===== src/rtl/hyperbus_target.sv =====
// ---------------------------------------------------------------------------
// hyperbus_target
// Simplified HyperBus target: a 2^ADDR_W x 16-bit memory array plus a
// read-only ID0 register and a writable CR0 register. One DDR word (two
// bytes) is transferred per clk cycle. A transaction is a three-word
// command/address phase, a fixed initial latency, then a data burst that
// runs until csn is released.
//
// Ports
//   clk      : single clock
//   rst      : asynchronous active-high reset
//   csn      : chip select, active low
//   dq_in    : received word, [15:8] is the first (rising-edge) byte
//   rwds_in  : write byte masks, [1] masks dq_in[15:8], [0] masks dq_in[7:0]
//   dq_out   : read data word
//   dq_oe    : dq output enable
//   rwds_out : read strobe
//   rwds_oe  : rwds output enable
//   cr0      : current CR0 contents
//   busy     : high whenever the target is not idle
// ---------------------------------------------------------------------------
module hyperbus_target #(
  parameter int          ADDR_W  = 8,
  parameter int          LAT_CYC = 6,
  parameter logic [15:0] ID0_VAL = 16'h0C81,
  parameter logic [15:0] CR0_RST = 16'h8F1F
) (
  input  logic        clk,
  input  logic        rst,
  input  logic        csn,
  input  logic [15:0] dq_in,
  input  logic [1:0]  rwds_in,
  output logic [15:0] dq_out,
  output logic        dq_oe,
  output logic        rwds_out,
  output logic        rwds_oe,
  output logic [15:0] cr0,
  output logic        busy
);

  localparam int DEPTH = 1 << ADDR_W;
  localparam int LAT_W = (LAT_CYC > 1) ? $clog2(LAT_CYC) : 1;
  localparam logic [LAT_W-1:0]  LAT_LOAD  = LAT_W'(LAT_CYC - 1);
  localparam logic [ADDR_W-1:0] WRAP_MASK = ADDR_W'(15);

  localparam logic [2:0] S_IDLE  = 3'd0;
  localparam logic [2:0] S_CA    = 3'd1;
  localparam logic [2:0] S_LAT   = 3'd2;
  localparam logic [2:0] S_WDATA = 3'd3;
  localparam logic [2:0] S_RDATA = 3'd4;
  localparam logic [2:0] S_REGW  = 3'd5;
  localparam logic [2:0] S_ABORT = 3'd6;

  logic [2:0]        r_state;
  logic [47:0]       r_ca;
  logic [1:0]        r_ca_cnt;
  logic [LAT_W-1:0]  r_lat_cnt;
  logic [ADDR_W-1:0] r_addr;
  logic [15:0]       r_dq_out;
  logic              r_dq_oe;
  logic              r_rwds_out;
  logic              r_rwds_oe;
  logic [15:0]       r_cr0;
  logic              r_busy;

  logic [15:0]       r_mem [DEPTH];

  logic [47:0]       w_ca_full;
  logic [31:0]       w_start_full;
  logic [ADDR_W-1:0] w_start_addr;
  logic [ADDR_W-1:0] w_addr_inc;
  logic [ADDR_W-1:0] w_addr_next;
  logic [15:0]       w_rd_word;
  logic [1:0]        w_we;
  logic              w_unused;

  // Word 2 is still on dq_in when the command is decoded, so the decode
  // looks at the captured upper words together with the live input.
  assign w_ca_full    = {r_ca[47:16], dq_in};
  assign w_start_full = {w_ca_full[44:16], w_ca_full[2:0]};
  assign w_start_addr = w_start_full[ADDR_W-1:0];

  // Linear bursts roll over the whole array; wrapped bursts only advance
  // the low nibble so they stay inside the aligned 16-word group.
  assign w_addr_inc  = r_addr + ADDR_W'(1);
  assign w_addr_next = r_ca[45] ? w_addr_inc
                                : ((r_addr & ~WRAP_MASK) | (w_addr_inc & WRAP_MASK));

  assign w_rd_word = r_ca[46] ? (r_ca[0] ? r_cr0 : ID0_VAL) : r_mem[r_addr];

  // A word arriving together with csn high belongs to no transaction.
  generate
    for (genvar gi = 0; gi < 2; gi++) begin : gen_lane_we
      assign w_we[gi] = (r_state == S_WDATA) && !csn && !rwds_in[gi];
    end
  endgenerate

  // Byte-enabled memory; contents are deliberately not reset.
  always_ff @(posedge clk) begin
    for (int i = 0; i < 2; i++) begin
      if (w_we[i]) r_mem[r_addr][i*8 +: 8] <= dq_in[i*8 +: 8];
    end
  end

  always_ff @(posedge clk or posedge rst) begin
    if (rst) begin
      r_state    <= S_IDLE;
      r_ca       <= '0;
      r_ca_cnt   <= '0;
      r_lat_cnt  <= '0;
      r_addr     <= '0;
      r_dq_out   <= '0;
      r_dq_oe    <= 1'b0;
      r_rwds_out <= 1'b0;
      r_rwds_oe  <= 1'b0;
      r_cr0      <= CR0_RST;
      r_busy     <= 1'b0;
    end else begin
      r_dq_oe    <= 1'b0;
      r_rwds_out <= 1'b0;
      r_rwds_oe  <= 1'b0;
      if (csn) begin
        r_state <= S_IDLE;
        r_busy  <= 1'b0;
      end else begin
        case (r_state)
          S_IDLE: begin
            r_ca[47:32] <= dq_in;
            r_ca_cnt    <= 2'd1;
            r_state     <= S_CA;
            r_busy      <= 1'b1;
            r_rwds_oe   <= 1'b1;
          end
          S_CA: begin
            if (r_ca_cnt == 2'd1) begin
              r_ca[31:16] <= dq_in;
              r_ca_cnt    <= 2'd2;
              r_rwds_oe   <= 1'b1;
            end else begin
              r_ca[15:0] <= dq_in;
              r_addr     <= w_start_addr;
              r_lat_cnt  <= LAT_LOAD;
              r_state    <= (!w_ca_full[47] && w_ca_full[46]) ? S_REGW : S_LAT;
            end
          end
          S_LAT: begin
            if (r_lat_cnt == '0) begin
              if (r_ca[47]) begin
                // First read word is launched on the last latency edge so
                // it is on the bus for the first data cycle.
                r_state    <= S_RDATA;
                r_dq_out   <= w_rd_word;
                r_dq_oe    <= 1'b1;
                r_rwds_oe  <= 1'b1;
                r_rwds_out <= 1'b1;
                if (!r_ca[46]) r_addr <= w_addr_next;
              end else begin
                r_state <= S_WDATA;
              end
            end else begin
              r_lat_cnt <= r_lat_cnt - LAT_W'(1);
            end
          end
          S_RDATA: begin
            r_dq_out   <= w_rd_word;
            r_dq_oe    <= 1'b1;
            r_rwds_oe  <= 1'b1;
            r_rwds_out <= 1'b1;
            if (!r_ca[46]) r_addr <= w_addr_next;
          end
          S_WDATA: begin
            r_addr <= w_addr_next;
          end
          S_REGW: begin
            if (r_ca[0]) r_cr0 <= dq_in;
            r_state <= S_ABORT;
          end
          default: begin
            // ABORT (and any illegal encoding) waits for csn release.
            r_state <= S_ABORT;
          end
        endcase
      end
    end
  end

  assign dq_out   = r_dq_out;
  assign dq_oe    = r_dq_oe;
  assign rwds_out = r_rwds_out;
  assign rwds_oe  = r_rwds_oe;
  assign cr0      = r_cr0;
  assign busy     = r_busy;

  // Command bits that carry no meaning for this target.
  assign w_unused = &{1'b0, w_ca_full[45], w_ca_full[15:3], r_ca[15:1], w_start_full};

endmodule


===== config.mk =====
export PLATFORM = sky130hd
export DESIGN_NAME = hyperbus_target
export DESIGN_NICKNAME = d
export VERILOG_FILES = /design/src/rtl/hyperbus_target.sv
export SDC_FILE = /design/constraint.sdc
export NUM_CORES = 2
export LEC_CHECK = 0
export CORE_UTILIZATION = 55
export DETAILED_ROUTE_END_ITERATION = 6
export GPL_ROUTABILITY_DRIVEN = 0
export HOLD_SLACK_MARGIN = 0.06
export PLACE_DENSITY = 0.72
export SYNTH_ARGS = -nofsm -noshare
export SYNTH_HDL_FRONTEND = slang
export SYNTH_SLANG_ARGS = --single-unit

===== constraint.sdc =====
create_clock -name clk -period 3.4 [get_ports clk]
set_input_delay 0.68 -clock clk [delete_from_list [all_inputs] [get_ports clk]]
set_output_delay 0.68 -clock clk [all_outputs]
set_load 0.01 [all_outputs]

Yosys cells after proc, flatten, opt, wreduce, memory -nomap -nowiden
Memory sizes are Yosys's and may differ from the RTL's.
Cells that the tools add are included.
{"block": "word_totals", "output_inout_bits": 36, "word_cells": 93, "n_memories": 1, "reg_bits": 73, "ramBits": 4096}
{"name": "r_mem", "words": 256, "word_bits": 16, "read_ports": 1, "rd_ports_with_merged_regs": 0, "write_ports": 1, "line_no": "66", "rtl": "logic [15:0] r_mem [DEPTH];"}
{"block": "classes", "addsub": 2, "n_mux": 35, "n_reduce_logical": 26, "n_eq_ne": 14, "bitwise": 3}
{"operator": "$mux 16", "n": 4}
{"operator": "$mux 8", "n": 5}
{"operator": "$pmux 16 s2", "n": 1}
{"operator": "$pmux 8 s4", "n": 1}
{"operator": "$mux 3", "n": 7}
{"operator": "$reduce_and 3->1", "n": 5}
{"operator": "$pmux 3 s4", "n": 1}
{"operator": "$mux 1", "n": 11}
{"operator": "$ne 2x2->1 const B", "n": 5}
{"operator": "$add 8x1->8 const B", "n": 1}
{"operator": "$or 8x4->8", "n": 1}
{"operator": "$reduce_and 4->1", "n": 2}
{"operator": "$reduce_bool 2->1", "n": 4}
{"operator": "$eq 3x2->1 const B", "n": 2}
{"operator": "$eq 3x3->1 const B", "n": 2}
{"operator": "$logic_not 3->1", "n": 2}
{"operator": "$ne 3x3->1 const B", "n": 2}
{"operator": "$pmux 3 s2", "n": 1}
{"operator": "$reduce_and 5->1", "n": 1}
{"operator": "$logic_and 1x1->1", "n": 4}
{"operator": "$logic_not 1->1", "n": 4}
{"operator": "$pmux 2 s2", "n": 1}
{"operator": "$reduce_bool 4->1", "n": 1}
{"operator": "$reduce_or 2->1", "n": 2}
{"operator": "9 further kinds", "n": 10}

Longest topological paths before layout
{"block": "logic_depth", "word_depth": 7, "ltp_mapped": 11, "ltp_nobuf": 9}

Least setup slack after synthesis
Ideal clock, no wire load.
{"block": "synth_timing", "path_kind": "flip-flop to flip-flop", "from": "register r_addr[1]", "to": "memory r_mem[133][10], enable pin", "required_ps": 3030, "setup_time_ps": 370, "period_less_slack_ps": 3122, "path_stages_with_launch": 12, "slack_ps": 278, "arrival_ps": 2751, "n_path_buf": 6, "cell_sequence": "dfrtp_1 -> buf_2 -> clkbuf_1 -> buf_2 -> buf_1 -> inv_1 -> ha_1 -> nand3_1 -> or3_1 -> clkbuf_1 -> clkbuf_1 -> nor2_1"}
{"item": "start: declaration", "line_no": "58", "rtl": "logic [ADDR_W-1:0] r_addr;"}
{"item": "start signal: assignment", "line_no": "141", "rtl": "r_addr <= w_start_addr;"}
{"item": "start signal: assignment", "line_no": "156", "rtl": "if (!r_ca[46]) r_addr <= w_addr_next;"}
{"item": "start signal: assignment", "line_no": "169", "rtl": "if (!r_ca[46]) r_addr <= w_addr_next;"}
{"item": "end: declaration", "line_no": "66"}
No word-level cell before the write port.

Worst setup path in the final report
{"block": "layout_timing", "from": "register r_addr[0]", "to": "register r_dq_out[8] (netlist: dq_out[8])"}
{"block": "layout_between", "elab_chain_len": 5}
{"item": "$mem_v2 256x16 (*)"}
{"item": "$mux 16 (*)", "line_no": "89", "rtl": "assign w_rd_word = r_ca[46] ? (r_ca[0] ? r_cr0 : ID0_VAL) : r_mem[r_addr];"}
{"item": "$mux 16", "line_no": "148", "rtl": "if (r_ca[47]) begin"}
{"item": "$mux 16", "line_no": "147", "rtl": "if (r_lat_cnt == '0) begin"}
{"item": "$pmux 16 s2 (*)", "line_no": "126", "rtl": "case (r_state)"}
{"item": "end signal: assignment", "line_no": "152", "rtl": "r_dq_out <= w_rd_word;"}
{"item": "end signal: assignment", "line_no": "165", "rtl": "r_dq_out <= w_rd_word;"}
{"item": "end: declaration", "line_no": "59", "rtl": "logic [15:0] r_dq_out;"}
Mark *: on every way between the ends. The rest lies on a longest branch, timed or not. The select of a mux whose other input is x is not followed.
A chain may end at the register's enable or synchronous reset.

==> flow_results.xml <==
<?xml version="1.0" encoding="UTF-8"?>
<metrics>
  <group name="run_status">
    <metric name="status" unit="">finished with violations</metric>
    <metric name="violations_in_the_final_reports" unit="">negative setup slack</metric>
  </group>
  <group name="finish">
    <metric name="area_delta_synth_final" unit="%">17.8</metric>
    <metric name="nNetsFinal" unit="">8413</metric>
    <metric name="final_area" unit="sq um">188000</metric>
    <metric name="most_common_cell_after_layout_fill_and_taps_aside" unit="">edfxtp_1</metric>
    <metric name="layout-drive-gt1-share" unit="%">35.5</metric>
    <metric name="mostFrequentLayoutCells" unit="">4,096 x edfxtp_1, 1,092 x mux4_2, 1,013 x buf_4, 532 x nor2_1, 409 x clkbuf_16</metric>
  </group>
  <group name="cts">
    <metric name="clk-insertion-delay-late" unit="ns">0.94</metric>
    <metric name="numClockSinks" unit="">4156</metric>
    <metric name="clkTransAtPathRegs" unit="ns">0.07</metric>
    <metric name="cts_hold_repair.buffers" unit="">0</metric>
    <metric name="cts_buffer_depth" unit="">4</metric>
    <metric name="cts-buffers-inserted" unit="">397</metric>
    <metric name="clockRootBuffer" unit="">clkbuf_16</metric>
    <metric name="htreeDepth" unit="">5</metric>
    <metric name="clock_tree_from_tritoncts" unit="">built</metric>
  </group>
  <group name="global_route">
    <metric name="grt_start_max_net_pins" unit="">154</metric>
    <metric name="grt_antenna_before_repair" unit="">13</metric>
    <metric name="globalRouteTotalUtil" unit="%">28.6</metric>
    <metric name="grt_pass1_vias" unit="">83900</metric>
    <metric name="grt_remaining_overflow" unit="">0</metric>
    <metric name="first_pass_grt_wire_length" unit="um">598000</metric>
  </group>
  <group name="synthesis">
    <metric name="synth.largest_area_cell" unit="">edfxtp_1</metric>
    <metric name="ys_dominant_reg_cell" unit="">edfxtp_1</metric>
    <metric name="synth.net_count" unit="">7218</metric>
    <metric name="netlist-cell-type-count" unit="">51</metric>
    <metric name="number_of_enable_type_register_cells_in_the_synthesized_netlist" unit="">4096</metric>
    <metric name="ys_seq_elements" unit="">4156</metric>
    <metric name="ys_seq_area_share" unit="%">78.0</metric>
    <metric name="post_synth_main_area_contributors" unit="">edfxtp_1 77%, mux4_2 15%, a22oi_1 1.8%</metric>
    <metric name="synthesis.area" unit="sq um">160000</metric>
    <metric name="synth_cells" unit="">7191</metric>
    <metric name="synth_async_sr_flop_share" unit="%">1.44</metric>
    <metric name="synth.top_cell.area_share" unit="%">77.1</metric>
    <metric name="synth_warnings" unit="">0</metric>
    <metric name="syn-mean-instance-area" unit="sq um">22.2</metric>
  </group>
  <group name="timing">
    <metric name="finalSetupViolCount" unit="">6</metric>
    <metric name="setup_total_negative_slack" unit="ns">-0.228</metric>
    <metric name="slew_headroom" unit="%">25.5</metric>
    <metric name="finalCriticalPeriod" unit="ns">3.47</metric>
    <metric name="worst_clock_skew" unit="ns">0.0434</metric>
    <metric name="setup_repair_after_global_routing_missed_its_margin" unit="">true</metric>
    <metric name="finalHoldViolations" unit="">0</metric>
    <metric name="fin_crit_sh" unit="%">102</metric>
    <metric name="worstMarginPinSlew" unit="ns">1.12</metric>
    <metric name="worst_slack_setup_final" unit="ns">-0.0717</metric>
    <metric name="slew_viol_final" unit="">0</metric>
    <metric name="max_freq" unit="GHz">0.288</metric>
  </group>
  <group name="die">
    <metric name="initial_core_util" unit="%">55.3</metric>
    <metric name="floorplan.die.width" unit="um">541</metric>
    <metric name="floorplan_core_area" unit="sq um">288000</metric>
    <metric name="die-area" unit="sq um">292000</metric>
    <metric name="ios" unit="">57</metric>
    <metric name="die_h" unit="um">541</metric>
    <metric name="rows" unit="">197</metric>
  </group>
  <group name="worst_setup_path">
    <metric name="critPathLaunchType" unit="">register</metric>
    <metric name="worstSetupPathType" unit="">reg2reg</metric>
    <metric name="crit_required" unit="ns">4.21</metric>
    <metric name="arrival" unit="ns">4.28</metric>
    <metric name="critical_path.endpoint_type" unit="">register</metric>
    <metric name="critical_path_peak_fanout" unit="">21</metric>
  </group>
  <group name="power_and_ir_drop">
    <metric name="power.total" unit="uW">144000</metric>
    <metric name="max-vdd-ir-drop" unit="mV">0.598</metric>
    <metric name="power_leakage" unit="uW">0.0604</metric>
    <metric name="pwr_density_cell" unit="nW/um^2">766</metric>
    <metric name="portion_of_total_power_attributed_to_sequential_cells" unit="%">39.9</metric>
    <metric name="clockPowerShare" unit="%">30.5</metric>
    <metric name="comb_power_share" unit="%">29.7</metric>
    <metric name="internal_power" unit="uW">101000</metric>
    <metric name="switching_share_of_power" unit="%">29.8</metric>
    <metric name="power_switching" unit="uW">43000</metric>
  </group>
  <group name="routing">
    <metric name="antenna_violation_net_count_after_detailed_routing" unit="">0</metric>
    <metric name="avgRoutedWirePerCell" unit="um">33.6</metric>
    <metric name="route.final.wire_length" unit="um">420000</metric>
    <metric name="vias" unit="">83200</metric>
    <metric name="drc" unit="">0</metric>
    <metric name="detail_route.vias_per_cell" unit="">6.66</metric>
    <metric name="first_pass_iters" unit="">6</metric>
    <metric name="drt_first_iter_violations" unit="">12300</metric>
  </group>
  <group name="flow_run">
    <metric name="timing.max_cap.violations" unit="">0</metric>
  </group>
  <group name="placement">
    <metric name="detailedPlacementHpwl" unit="um">250000</metric>
    <metric name="postPlaceCellArea" unit="sq um">173000</metric>
    <metric name="io_buffers" unit="">56</metric>
  </group>
  <group name="worst_hold_path">
    <metric name="hp-class" unit="">in2reg</metric>
  </group>
</metrics>
[synth_stat cells (13+ instances only)]
master	instances
clkbuf_1	279
nand3_1	34
buf_1	56
o41ai_1	48
nor2_1	536
dfrtp_1	50
buf_6	29
inv_1	13
o21ai_0	18
mux2_2	24
nand2_1	65
buf_4	35
buf_2	62
edfxtp_1	4096
a22oi_1	393
a21oi_1	209
and3_1	16
mux4_2	1092
[path summary, 6_finish.rpt]
| check | startpoint | to | slack, ns | depth (start not counted) |
|---|---|---|---|---|
| worst max-delay path | r_addr[0] | dq_out[8] | -0.07 | 10 |
| worst min-delay path | dq_in[9] | r_mem[106][9] | 0.12 | 1 |
| worst max register to register | r_addr[0] | dq_out[8] | -0.07 | 10 |
| worst min register to register | r_ca_cnt[1] | r_ca_cnt[1] | 0.49 | 1 |
| max in group asynchronous | rst | cr0[4] | 2.29 | 3 |
| min in group asynchronous | rst | cr0[6] | 0.39 | 2 |
[critical path, stage by stage, from the launching register on]
cell,delay [ns]
dfrtp_4,0.47
buf_12,0.29
buf_16,0.21
mux4_2,0.51
a22oi_1,0.26
a21oi_1,0.12
buf_4,0.17
o41ai_2,0.45
buf_4,0.21
a41oi_1,0.23
a211o_1,0.35
[per-stage QoR]
step	worst slack, ns	hold WS (ns)	util (%)	instances
after floorplan	0.278	0.451	-	7191
after global placement	-0.533	0.464	60.1	11700
after detailed placement	-0.470	0.475	60.1	11700
after CTS	-0.0160	0.0884	64.9	12500
after global routing	-0.144	0.120	65.2	12500
final	-0.0717	0.124	65.2	12500
[power groups by stage]
stage	registers (uW)	clock network, uW	logic (uW)
finish	57400	43900	42800
global route	57400	46100	44100
CTS	57400	44200	41200
detailed placement	58500	0	39400
global placement	58500	0	39000
floorplan	58000	0	23600
[kinds of logic after synthesis]
group | after synthesis | synth area share (%)
flops | 4156 | 78.0
mux | 1128 | 15.7
compound gates | 722 | 3.10
simple gates | 702 | 1.78
buf+inv | 477 | 1.39
fa+ha+maj | 6 | 0.0470
[metal layers]
metal / routed length [um] / GRT usage [%]
met5: 46 / 0
met4: 19100 / 11.9
met3: 47100 / 5.81
met2: 202000 / 45.2
met1: 152000 / 39.5
[state kept, by name (all words and copies together), names as in the netlist]
register	cells
busy	1
cr0	16
dq_out	16
r_addr	8
r_ca	9
r_ca_cnt	2
r_lat_cnt	3
r_mem	4096
r_state	3
rwds_oe	1
rwds_out	1
[cell type report]
class / count / area, sq um
clock buffer: 498 / 10600
fill: 17800 / 100000
multi-input combinational: 2558 / 33800
clock inverter: 223 / 2230
inverter: 16 / 66.3
sequential: 4156 / 125000
antenna: 8 / 20.0
timing repair buffer: 1257 / 12100
tap: 3781 / 4730
[timing repair]
item	CTS	global route
resized for setup	92	99
setup buffers	18	33
gates cloned	9	3
pin swaps	11	20
endpoints found under the setup margin	15	16
endpoints found under the hold margin	0	0
(Power assumes the default switching activity.)
